===== src/rtl/uart_rx_pkg.sv =====
// Shared UART definitions: frame defaults, baud divider derivation and receiver state encoding.
package uart_rx_pkg;

    localparam int unsigned NB_DATA_DEF  = 8;
    localparam int unsigned N_TICKS_DEF  = 16;
    localparam int unsigned CLK_HZ       = 50_000_000;
    localparam int unsigned BAUD         = 9600;
    // Rounded to nearest: 50 MHz / (9600 * 16) -> 326.
    localparam int unsigned BAUD_DIV_DEF = (CLK_HZ + (BAUD * N_TICKS_DEF) / 2) / (BAUD * N_TICKS_DEF);

    typedef enum logic [1:0] {
        IDLE  = 2'b00,
        START = 2'b01,
        DATA  = 2'b10,
        STOP  = 2'b11
    } rx_state_e;

endpackage


===== src/rtl/uart_rx_if.sv =====
// Serial line plus received-byte outputs of the UART receiver.
interface uart_rx_if #(
    parameter int unsigned NB_DATA = 8
);
    logic               i_rx;
    logic [NB_DATA-1:0] o_data;
    logic               o_rx_done;
    logic               o_frame_err;
    logic               o_busy;

    modport master (
        input  i_rx,
        output o_data,
        output o_rx_done,
        output o_frame_err,
        output o_busy
    );

    modport slave (
        output i_rx,
        input  o_data,
        input  o_rx_done,
        input  o_frame_err,
        input  o_busy
    );
endinterface


===== src/rtl/uart_rx_baud_rate_gen.sv =====
// Free-running oversampling tick generator, shared between the UART receiver and transmitter.
module baud_rate_gen
    import uart_rx_pkg::*;
#(
    parameter int unsigned BAUD_DIV = BAUD_DIV_DEF
) (
    input  logic CLOCK,
    input  logic RESET,
    output logic tick
);
    localparam int unsigned CW = (BAUD_DIV > 1) ? $clog2(BAUD_DIV) : 1;
    localparam logic [CW-1:0] CNT_LAST = CW'(BAUD_DIV - 1);

    logic [CW-1:0] cnt_q;

    always_ff @(posedge CLOCK) begin
        if (RESET) begin
            cnt_q <= '0;
        end else if (cnt_q == CNT_LAST) begin
            cnt_q <= '0;
        end else begin
            cnt_q <= cnt_q + 1'b1;
        end
    end

    assign tick = (cnt_q == CNT_LAST);

endmodule


===== src/rtl/uart_rx.sv =====
// 8N1 UART receiver: 2-FF line synchronizer, oversampled start/data/stop FSM,
// single-cycle done strobe for good frames and error strobe for a low stop bit.
module uart_rx
    import uart_rx_pkg::*;
#(
    parameter int unsigned NB_DATA  = NB_DATA_DEF,
    parameter int unsigned N_TICKS  = N_TICKS_DEF,
    parameter int unsigned BAUD_DIV = BAUD_DIV_DEF
) (
    input  logic     CLOCK,
    input  logic     RESET,
    uart_rx_if.master bus
);
    localparam int unsigned SW = $clog2(N_TICKS);
    localparam int unsigned NW = $clog2(NB_DATA);
    localparam logic [SW-1:0] S_MID  = SW'(N_TICKS / 2 - 1);
    localparam logic [SW-1:0] S_LAST = SW'(N_TICKS - 1);
    localparam logic [NW-1:0] N_LAST = NW'(NB_DATA - 1);

    logic tick;

    baud_rate_gen #(
        .BAUD_DIV(BAUD_DIV)
    ) u_baud (
        .CLOCK(CLOCK),
        .RESET(RESET),
        .tick (tick)
    );

    logic               rx_meta_q;
    logic               rx_q;
    rx_state_e          state_q;
    logic [SW-1:0]      s_q;
    logic [NW-1:0]      n_q;
    logic [NB_DATA-1:0] shreg_q;
    logic [NB_DATA-1:0] data_q;
    logic               done_q;
    logic               err_q;

    always_ff @(posedge CLOCK) begin
        if (RESET) begin
            rx_meta_q <= 1'b1;
            rx_q      <= 1'b1;
        end else begin
            rx_meta_q <= bus.i_rx;
            rx_q      <= rx_meta_q;
        end
    end

    always_ff @(posedge CLOCK) begin
        if (RESET) begin
            state_q <= IDLE;
            s_q     <= '0;
            n_q     <= '0;
            shreg_q <= '0;
            data_q  <= '0;
            done_q  <= 1'b0;
            err_q   <= 1'b0;
        end else begin
            done_q <= 1'b0;
            err_q  <= 1'b0;
            unique case (state_q)
                IDLE: begin
                    if (!rx_q) begin
                        s_q     <= '0;
                        state_q <= START;
                    end
                end
                START: begin
                    if (tick) begin
                        if (s_q == S_MID) begin
                            s_q <= '0;
                            n_q <= '0;
                            // A high line at mid-start is a glitch: drop back silently.
                            state_q <= rx_q ? IDLE : DATA;
                        end else begin
                            s_q <= s_q + 1'b1;
                        end
                    end
                end
                DATA: begin
                    if (tick) begin
                        if (s_q == S_LAST) begin
                            s_q     <= '0;
                            shreg_q <= {rx_q, shreg_q[NB_DATA-1:1]};
                            if (n_q == N_LAST) begin
                                n_q     <= '0;
                                state_q <= STOP;
                            end else begin
                                n_q <= n_q + 1'b1;
                            end
                        end else begin
                            s_q <= s_q + 1'b1;
                        end
                    end
                end
                STOP: begin
                    if (tick) begin
                        if (s_q == S_LAST) begin
                            s_q     <= '0;
                            state_q <= IDLE;
                            if (rx_q) begin
                                data_q <= shreg_q;
                                done_q <= 1'b1;
                            end else begin
                                err_q <= 1'b1;
                            end
                        end else begin
                            s_q <= s_q + 1'b1;
                        end
                    end
                end
                default: state_q <= IDLE;
            endcase
        end
    end

    assign bus.o_data      = data_q;
    assign bus.o_rx_done   = done_q;
    assign bus.o_frame_err = err_q;
    assign bus.o_busy      = (state_q != IDLE);

endmodule


===== src/flat_wrapper.sv =====
// flat-port wrapper written by rule: the top's interface ports become plain ports
module uart_rx_flat import uart_rx_pkg::*;
#(
    parameter int unsigned NB_DATA  = NB_DATA_DEF,
    parameter int unsigned N_TICKS  = N_TICKS_DEF,
    parameter int unsigned BAUD_DIV = BAUD_DIV_DEF
)
  (CLOCK, RESET, bus_i_rx, bus_o_data, bus_o_rx_done, bus_o_frame_err, bus_o_busy);
  uart_rx_if #(.NB_DATA(NB_DATA)) bus_i ();
  input  logic CLOCK;
  input  logic RESET;
  input wire logic [$bits(bus_i.i_rx)-1:0] bus_i_rx;
  output wire logic [$bits(bus_i.o_data)-1:0] bus_o_data;
  output wire logic [$bits(bus_i.o_rx_done)-1:0] bus_o_rx_done;
  output wire logic [$bits(bus_i.o_frame_err)-1:0] bus_o_frame_err;
  output wire logic [$bits(bus_i.o_busy)-1:0] bus_o_busy;
  assign bus_i.i_rx = bus_i_rx;
  assign bus_o_data = bus_i.o_data;
  assign bus_o_rx_done = bus_i.o_rx_done;
  assign bus_o_frame_err = bus_i.o_frame_err;
  assign bus_o_busy = bus_i.o_busy;
  uart_rx #(.NB_DATA(NB_DATA), .N_TICKS(N_TICKS), .BAUD_DIV(BAUD_DIV)) u_core (.CLOCK(CLOCK), .RESET(RESET), .bus(bus_i));
endmodule

===== config.mk =====
export PLATFORM = sky130hd
export DESIGN_NAME = uart_rx_flat
export DESIGN_NICKNAME = d
export VERILOG_FILES = /design/src/rtl/uart_rx_pkg.sv /design/src/rtl/uart_rx_if.sv /design/src/rtl/uart_rx_baud_rate_gen.sv /design/src/rtl/uart_rx.sv /design/src/flat_wrapper.sv
export SDC_FILE = /design/constraint.sdc
export NUM_CORES = 1
export LEC_CHECK = 0
export CAP_MARGIN = 10
export CELL_PAD_IN_SITES_DETAIL_PLACEMENT = 1
export CELL_PAD_IN_SITES_GLOBAL_PLACEMENT = 1
export CORE_UTILIZATION = 40
export DETAILED_ROUTE_END_ITERATION = 10
export GPL_TIMING_DRIVEN = 0
export PLACE_DENSITY = 0.69
export SLEW_MARGIN = 20
export SYNTH_ARGS = -nofsm -noshare
export SYNTH_HDL_FRONTEND = slang
export SYNTH_SLANG_ARGS = --single-unit

===== constraint.sdc =====
create_clock -name CLOCK -period 3.37 [get_ports CLOCK]
set_input_delay 0.5055 -clock CLOCK [delete_from_list [all_inputs] [get_ports CLOCK]]
set_output_delay 0.5055 -clock CLOCK [all_outputs]
set_load 0.1 [all_outputs]

### Yosys cells after proc, flatten, opt, wreduce, memory -nomap -nowiden

Cells that the tools add are included.

* flip-flop bits (word level): 38
* input bits: 3
* output and inout bits: 11
* word-level logic and storage cells: 67

* add/sub/neg operators: 3
* equality and inequality tests: 16
* muxes and demuxes: 24
* bitwise logic cells: 3
* reductions and logical operators: 11

Operators with widths (count)
* $mux W4: 5
* $mux W2: 9
* $ne A2 B1 Y1 const B: 8
* $mux W3: 5
* $pmux W4 S3: 1
* $add A9 B1 Y9 const B: 1
* $eq A9 B9 Y1 const B: 1
* $pmux W2 S4: 1
* $reduce_and A8 Y1: 1
* $pmux W3 S2: 1
* $reduce_and A3 Y1: 2
* $reduce_and A5 Y1: 1
* $add A4 B1 Y4 const B: 1
* $eq A2 B2 Y1 const B: 2
* $eq A4 B3 Y1 const B: 1
* $eq A4 B4 Y1 const B: 1
* $reduce_and A4 Y1: 1
* $reduce_bool A2 Y1: 2
* $reduce_or A2 Y1: 2
* $reduce_or A4 Y1: 1
* $add A3 B1 Y3 const B: 1
* $eq A3 B3 Y1 const B: 1
* $not A1 Y1: 3
* $eq A2 B1 Y1 const B: 1
* other kinds (3): 4

### Logic depth before layout (Yosys ltp)

Gate-level depths: netlist of run 1.

* word-level depth: 5
* depth in mapped cells: 9

### By module

From an unflattened synthesis of run 1, not the netlist that was laid out.

* cell total of the unflattened synthesis: 174
* area total of the unflattened synthesis: 1690.4 um^2

Modules (own cells, without submodules)
* uart_rx: instances 1, cells an instance 130, area an instance 1295.0 um^2, seq. area each 580.6 um^2
* baud_rate_gen: instances 1, cells an instance 44, area an instance 395.4 um^2, seq. area each 180.2 um^2

### Worst setup path before layout of run 1

No wires, ideal clock.

* path type: register to register
* start: register u_core.state_q[0]
* end: register u_core.n_q[0]
* arrival: 1690 ps
* setup slack: 1563 ps
* stages on the path, launching flop included: 8
* buffers on the path: 0
* clock period less this slack: 1807 ps
* cells stage by stage: dfxtp_1 inv_1 ha_1 mux2_1 nand4bb_1 o21ai_2 a21oi_1 a22o_1

* cells in the longest elaborated chain, start to end: 3

Ends and longest elaborated chain
* from (decl): line uart_rx.sv:32 `rx_state_e state_q;`
* from (signal assigned): line uart_rx.sv:75 `state_q <= rx_q ? IDLE : DATA;`
* $eq A2 B2 Y1 / $eq A2 B1 Y1 (equally long branches): line uart_rx.sv:62 `unique case (state_q)`
* $ne A2 B1 Y1 (no line) / $reduce_bool A2 Y1 (equally long branches)
* $reduce_and A5 Y1 (no line)
* to (signal assigned): line uart_rx.sv:90 `n_q <= n_q + 1'b1;`
* to (decl): line uart_rx.sv:34 `logic [NW-1:0] n_q;`

Parallel ways exist; a longest one is shown, timed or not.
A chain may end at the register's enable or synchronous reset.

### Final worst setup path of run 1

* start: register u_core.state_q[0]
* end: output port bus_o_busy

* cells in the longest elaborated chain, start to end: 1

Ends and longest elaborated chain
* $reduce_bool A2 Y1: line uart_rx.sv:121 `assign bus.o_busy = (state_q != IDLE);`
* to (decl): line flat_wrapper.sv:16 `output wire logic [$bits(bus_i.o_busy)-1:0] bus_o_busy;`

Every way passes these cells.

==> metrics.md, run 1 <==
| Metric | Value |
|---|---|
| Core footprint | 4060 um2 |
| Highest ir drop seen on vdd | 217 uV |
| Net Count, Synth | 196 |
| Antenna Cells | 0 |
| Syn Area/Cell | 9.39 um2 |
| Post-route core utilization | 0.494 |
| Switching Share | 0.267 |
| Total Neg Setup Slack | 0 ns |
| Placed cell areas | 1910 um2 |
| Post-synth top flop | dfxtp_1 |
| Cell mode on critical path | inv_1 |
| Max incr delay on CP | 1.12 ns |
| Ordered cell list for the critical path | inv_1 -> ha_1 -> inv_1 -> clkdlybuf4s50_1 |
| Switch Pwr | 0.000236 W |
| R2r endpoint | u_core.s_q[3] |
| First-pass DRT Iterations | 4 |
| Die X | 67.5 um |
| Sequential fraction of design power | 0.525 |
| Final GP Congestion | 0.781 |
| Final hold vios | 0 |
| CTS tree | done |
| Antenna viol nets, final | 0 |
| Vias in the first global route | 1366 |
| Status | finished, final reports clean |
| First-pass GRT wire length | 6350 um |
| Max Buffers Root-to-Sink | 2 |
| Total CTS buffers | 5 |
| Int Pwr | 0.000648 W |
| Worst Skew | 0.00582 ns |
| Comb power frac | 0.104 |
| Commonest non-fill, non-tap cell in the layout | dfxtp_1 |
| Warning count from the yosys run | 0 |
| FP Rows | 23 |
| Post-synth top area cell | dfxtp_1 |
| Buffers added on ports | 13 |
| CTS resizes | 0 |
| Final WL | 3870 um |
| Critical path arrival | 2.24 ns |
| Mapped Cells | 183 |
| Critical path required time | 2.86 ns |
| CTS root buffer | clkbuf_8 |
| Max-slew headroom | 0.346 |
| Clk slew on worst S/H paths | 0.08 ns |
| Clock share of power | 0.371 |
| Cts hold-fix bufs | 0 |
| Initial antenna violation count | 0 |
| Max H-tree Level | 2 |
| Most frequent cells in the layout | dfxtp_1 (38), nor2_1 (25), nand3_1 (15) |
| EDFF count, synth | 0 |
| Total GRT Usage | 0.188 |
| Grt ovf | 0 |
| DP HPWL | 2900 um |
| Unrepaired setup endpoints after global routing | false |
| Reg2reg path depth | 6 |
| Flops & latches, synth | 38 |
| PD cells | 441 nW/um2 |
| Routed wire per std cell | 15.2 um |
| Critical path capture point type | output port |
| Crit path max-delay family | buffers and inverters |
| DR vias | 1379 |
| Worst slew pin tran | 0.978 ns |
| R2R Setup Slk | 1.31 ns |
| Final Max Slew Viols | 0 |
| Pin count of the biggest net entering global routing | 13 |
| Leakage Power | 0.804 nW |
| Synth cell types | 42 |
| Initial Util | 0.423 |
| Reg-to-Reg Start | u_core.state_q[0] |
| Hold path cells | 1 |
| Setup Fix Bufs, Post-CTS | 0 |
| IO Count | 14 |
| TritonCTS Sinks | 38 |
| Design area | 2010 um2 |
| Crit path buffers/inverters | 3 |
| Minimum clock period after layout | 2.74 ns |
| Crit Path Max Fanout | 6 |
| Worst-skew pair later-pin latency | 0.29 ns |
| Hold_sp | u_core.rx_meta_q |
| Die Height | 67.5 um |
| WHS Endpoint | u_core.rx_q |
| Hold Crit Class | reg -> reg |
| Share of layout cells above drive strength 1 | 0.108 |
| Fmax | 0.365 GHz |
| Max-cap viol count | 0 |
| Crit-path slowest cell | clkdlybuf4s50_1 |
| Post-route DRC violation count | 0 |
| Largest cells by area after synthesis | dfxtp_1 (44%), ha_1 (7.3%), nor2_1 (5.5%) |
| Fillers | 498 |
| CP Class | reg -> out |
| Vias/cell | 5.43 |
| Worst setup SP type | flop |
| Synth async-reset ratio | 0 |
| Synth Cell Area | 1720 um2 |
| Nets | 216 |
| Die area | 4560 um2 |
| Setup violators final | 0 |
| 1st-iter DRT viols | 65 |
| Yosys top cell area share | 0.443 |
| Final period util | 0.814 |
| Area growth syn-to-layout | 16.8% |
| Register area share after synthesis | 0.443 |
[worst reg2reg max path: cells and delay by family (launching register included)]
kind	cells	cell delay, ns
compound gates	3	0.63
fa+ha+maj	1	0.32
buf+inv	1	0.11
flops	1	0.43
simple gates	1	0.45
[synthesized netlist by cell type, types with 2 or more instances]
library cell   n
dfxtp_1       38
nor2_1        25
nand3_1       15
nand2_1       13
a21oi_1       12
ha_1          10
mux2i_1        9
inv_1          6
xor2_1         6
nor3_1         4
o21ai_0        4
a22o_1         3
clkbuf_1       3
or2_2          3
and3_1         2
buf_2          2
buf_6          2
nand4_1        2
[cell families after synthesis]
family / share of synthesized area
buf+inv: 0.0386
mux: 0.0590
simple gates: 0.248
flops: 0.443
fa+ha+maj: 0.0728
compound gates: 0.103
xor+xnor: 0.0357
[worst max-delay path by stage]
| stage | start | to | slack, ns | cells past startpoint |
|---|---|---|---|---|
| 2_1_floorplan | u_core.state_q[0] | u_core.n_q[0] | 1.56 | 7 |
| 3_3_place_gp | u_core.state_q[0] | bus_o_busy | 0.98 | 4 |
| 3_5_place_dp | u_core.state_q[0] | bus_o_busy | 0.95 | 4 |
| 4_1_cts | u_core.state_q[0] | bus_o_busy | 0.63 | 4 |
| 5_1_grt | u_core.state_q[0] | bus_o_busy | 0.56 | 4 |
| 6_report | u_core.state_q[0] | bus_o_busy | 0.63 | 4 |
[area by class of cell]
| class | count | area [um2] | share of cell area |
|---|---|---|---|
| clock buffer | 6 | 82.6 | 0.0412 |
| inverter | 6 | 22.5 | 0.0112 |
| timing repair buffer | 13 | 130 | 0.0649 |
| clock inverter | 2 | 12.5 | 0.00624 |
| tap | 50 | 62.6 | 0.0312 |
| sequential | 38 | 761 | 0.379 |
| multi-input combinational | 132 | 891 | 0.444 |
| buffer | 7 | 43.8 | 0.0218 |
[power groups by stage]
stage | Clock (W) | Combinational [W] | Sequential [W]
5_1_grt | 0.000359 | 0.000100 | 0.000465
6_report | 0.000328 | 0.0000917 | 0.000464
2_1_floorplan | 0 | 0.0000674 | 0.000472
3_3_place_gp | 0 | 0.0000868 | 0.000474
3_5_place_dp | 0 | 0.0000919 | 0.000474
4_1_cts | 0.000339 | 0.0000922 | 0.000464
[metrics by stage]
| stage | hold WS, ns | setup WS [ns] | cells | power [W] |
|---|---|---|---|---|
| CTS | 0.419 | 0.627 | 254 | 0.000895 |
| global placement | 0.392 | 0.983 | 246 | 0.000561 |
| floorplan | 0.389 | 1.56 | 183 | 0.000540 |
| detailed placement | 0.404 | 0.947 | 246 | 0.000566 |
| finish | 0.411 | 0.628 | 254 | 0.000884 |
| global route | 0.435 | 0.560 | 254 | 0.000924 |
[sequential cells by signal (all words and copies together), names as in the netlist, named ones only]
signal	count
u_core.bus.o_frame_err	1
u_core.rx_q	1
u_core.u_baud.cnt_q	9
u_core.rx_meta_q	1
u_core.state_q	1
u_core.s_q	4
u_core.n_q	3
u_core.shreg_q	8
u_core.bus.o_data	8
u_core.bus.o_rx_done	1
[metal layers]
layer  up-vias  global-route usage  wire length (um)  part of all wire
li1        681                   -                 -                 -
met1       669               0.227              1790              0.46
met2        24               0.322              1910              0.49
met3         5              0.0372               121             0.031
met4         0              0.0798                51             0.013
met5         -                   0                 0                 0
Power figures use the tool's default switching activity.
==> run 2: changes to the inputs <==
Clock period 3.37 ns to 2.6 ns, I/O delays scaled along.
==> run 2 against run 1 <==
Against the previous run: routed wire length about the same; clock power increased by 30%; via count decreased by 0.22%; power increased by 29%; first-iteration DRC count unchanged; global-route usage unchanged; sequential power increased by 30%; clock skew unchanged; sequential cell count unchanged.
==> metrics.md, run 2 (synthesis gave the netlist of run 1 again) <==
| Metric | Value |
|---|---|
| Commonest non-fill, non-tap cell in the layout | dfxtp_1 |
| Final period util | 0.901 |
| Initial Util | 0.423 |
| Fmax | 0.427 GHz |
| Met2 WL | 1900 um |
| Nets | 216 |
| DR vias | 1376 |
| Max-slew headroom | 0.346 |
| Status | finished, final reports clean |
| Grt ovf | 0 |
| Total GRT Usage | 0.188 |
| Area growth syn-to-layout | 16.7% |
| Max-cap viol count | 0 |
| Worst slew pin tran | 0.978 ns |
| Worst-skew pair later-pin latency | 0.29 ns |
| Total CTS buffers | 5 |
| CTS root buffer | clkbuf_8 |
| CP Class | reg -> out |
| Met3 routed WL | 121 um |
| 1st-iter DRT viols | 65 |
| CTS tree | done |
| Worst setup SP type | flop |
| Crit Path Max Fanout | 6 |
| FP Rows | 23 |
| Critical path arrival | 1.95 ns |
| Pin count of the biggest net entering global routing | 13 |
| Minimum clock period after layout | 2.34 ns |
| Core footprint | 4060 um2 |
| Vias in the first global route | 1366 |
| Unrepaired setup endpoints after global routing | false |
| Final WL | 3870 um |
| Final hold vios | 0 |
| DP HPWL | 2900 um |
| Worst hold margin | 0.411 ns |
| Antenna Cells | 0 |
| Buffers added on ports | 13 |
| Non-filler cells, final | 254 |
| Vias/cell | 5.42 |
| Metal-1 WL | 1790 um |
| Die area | 4560 um2 |
| Max H-tree Level | 2 |
| Final GP Congestion | 0.781 |
| TritonCTS Sinks | 38 |
| Top layer in use | met4 |
| Most frequent cells in the layout | dfxtp_1 (38), nor2_1 (25), nand3_1 (15) |
| Hold Crit Class | reg -> reg |
| Post-route core utilization | 0.494 |
| Critical path capture point type | output port |
| Total Neg Setup Slack | 0 ns |
| Max Buffers Root-to-Sink | 2 |
| Fillers | 499 |
| Register area | 761 um2 |
| Largest register FFs | 9 |
| IO Count | 14 |
| PD cells | 570 nW/um2 |
| Top reg by flops | u_core.u_baud.cnt_q |
| Routed wire per std cell | 15.2 um |
| First-pass DRT Iterations | 4 |
| Antenna viol nets, final | 0 |
| First-pass GRT wire length | 6350 um |
| Critical path required time | 2.21 ns |
| Final Max Slew Viols | 0 |
| Worst Skew | 0.00582 ns |
| Multi-input gate area | 891 um2 |
| Dpl cells | 246 |
| Die Height | 67.5 um |
| Share of layout cells above drive strength 1 | 0.108 |
| Post-route DRC violation count | 0 |
| Leakage Power | 0.807 nW |
| Initial antenna violation count | 0 |
| Clk slew on worst S/H paths | 0.08 ns |
| Setup violators final | 0 |
| Die X | 67.5 um |
| Highest ir drop seen on vdd | 282 uV |
run 2: cell types whose count changed in the layout (fill, tap and decap cells not counted):
cell	previous run	this run
clkdlybuf4s50_1	13	12
dlygate4sd2_1	0	1
run 2: repair_timing:
item,4_1_cts,5_1_grt
setup endpoints to repair,1,0
gates resized for setup,1,0
hold buffers,0,0
buffers inserted,0,0
run 2: area by class of cell:
type | count | share of cell area
Tap cell | 50 | 0.0312
Clock inverter | 2 | 0.00624
Timing Repair Buffer | 13 | 0.0643
Clock buffer | 6 | 0.0412
Inverter | 6 | 0.0112
Sequential cell | 38 | 0.380
Multi-Input combinational cell | 132 | 0.444
Buffer | 7 | 0.0218
run 2: power breakdown:
group / internal [W] / switching (W) / total (W) / leakage [nW]
clock: 0.000213 / 0.000212 / 0.000425 / 0.0472
combinational: 0.0000350 / 0.0000818 / 0.000117 / 0.453
sequential: 0.000590 / 0.0000114 / 0.000601 / 0.307
total: 0.000838 / 0.000305 / 0.00114 / 0.807
run 2: worst paths after layout:
path	from	endpoint	slack, ns	cells past startpoint
setup / recovery	u_core.state_q[0]	bus_o_busy	0.26	4
hold / removal	u_core.rx_meta_q	u_core.rx_q	0.41	1
setup reg to reg	u_core.state_q[0]	u_core.s_q[3]	0.54	6
hold reg to reg	u_core.rx_meta_q	u_core.rx_q	0.41	1
run 2: routing by layer:
layer | vias up | GRT usage
li1 | 681 | -
met1 | 666 | 0.227
met4 | 0 | 0.0798
met5 | - | 0
met2 | 24 | 0.322
met3 | 5 | 0.0372
run 2: worst max-delay path, stage by stage, from the launching register on:
cell           delay, ns
dfxtp_1             0.43
inv_1               0.11
ha_1                0.22
inv_1               0.06
dlygate4sd2_1       0.85
run 2: per-stage QoR:
step           setup slack [ns]  instance area (um2)  total power, W
4_1_cts                   0.253                 2000         0.00116
2_1_floorplan             0.793                 1720        0.000699
5_1_grt                   0.185                 2000         0.00120
6_report                  0.258                 2000         0.00114
3_3_place_gp              0.329                 1910        0.000727
3_5_place_dp              0.292                 1910        0.000734
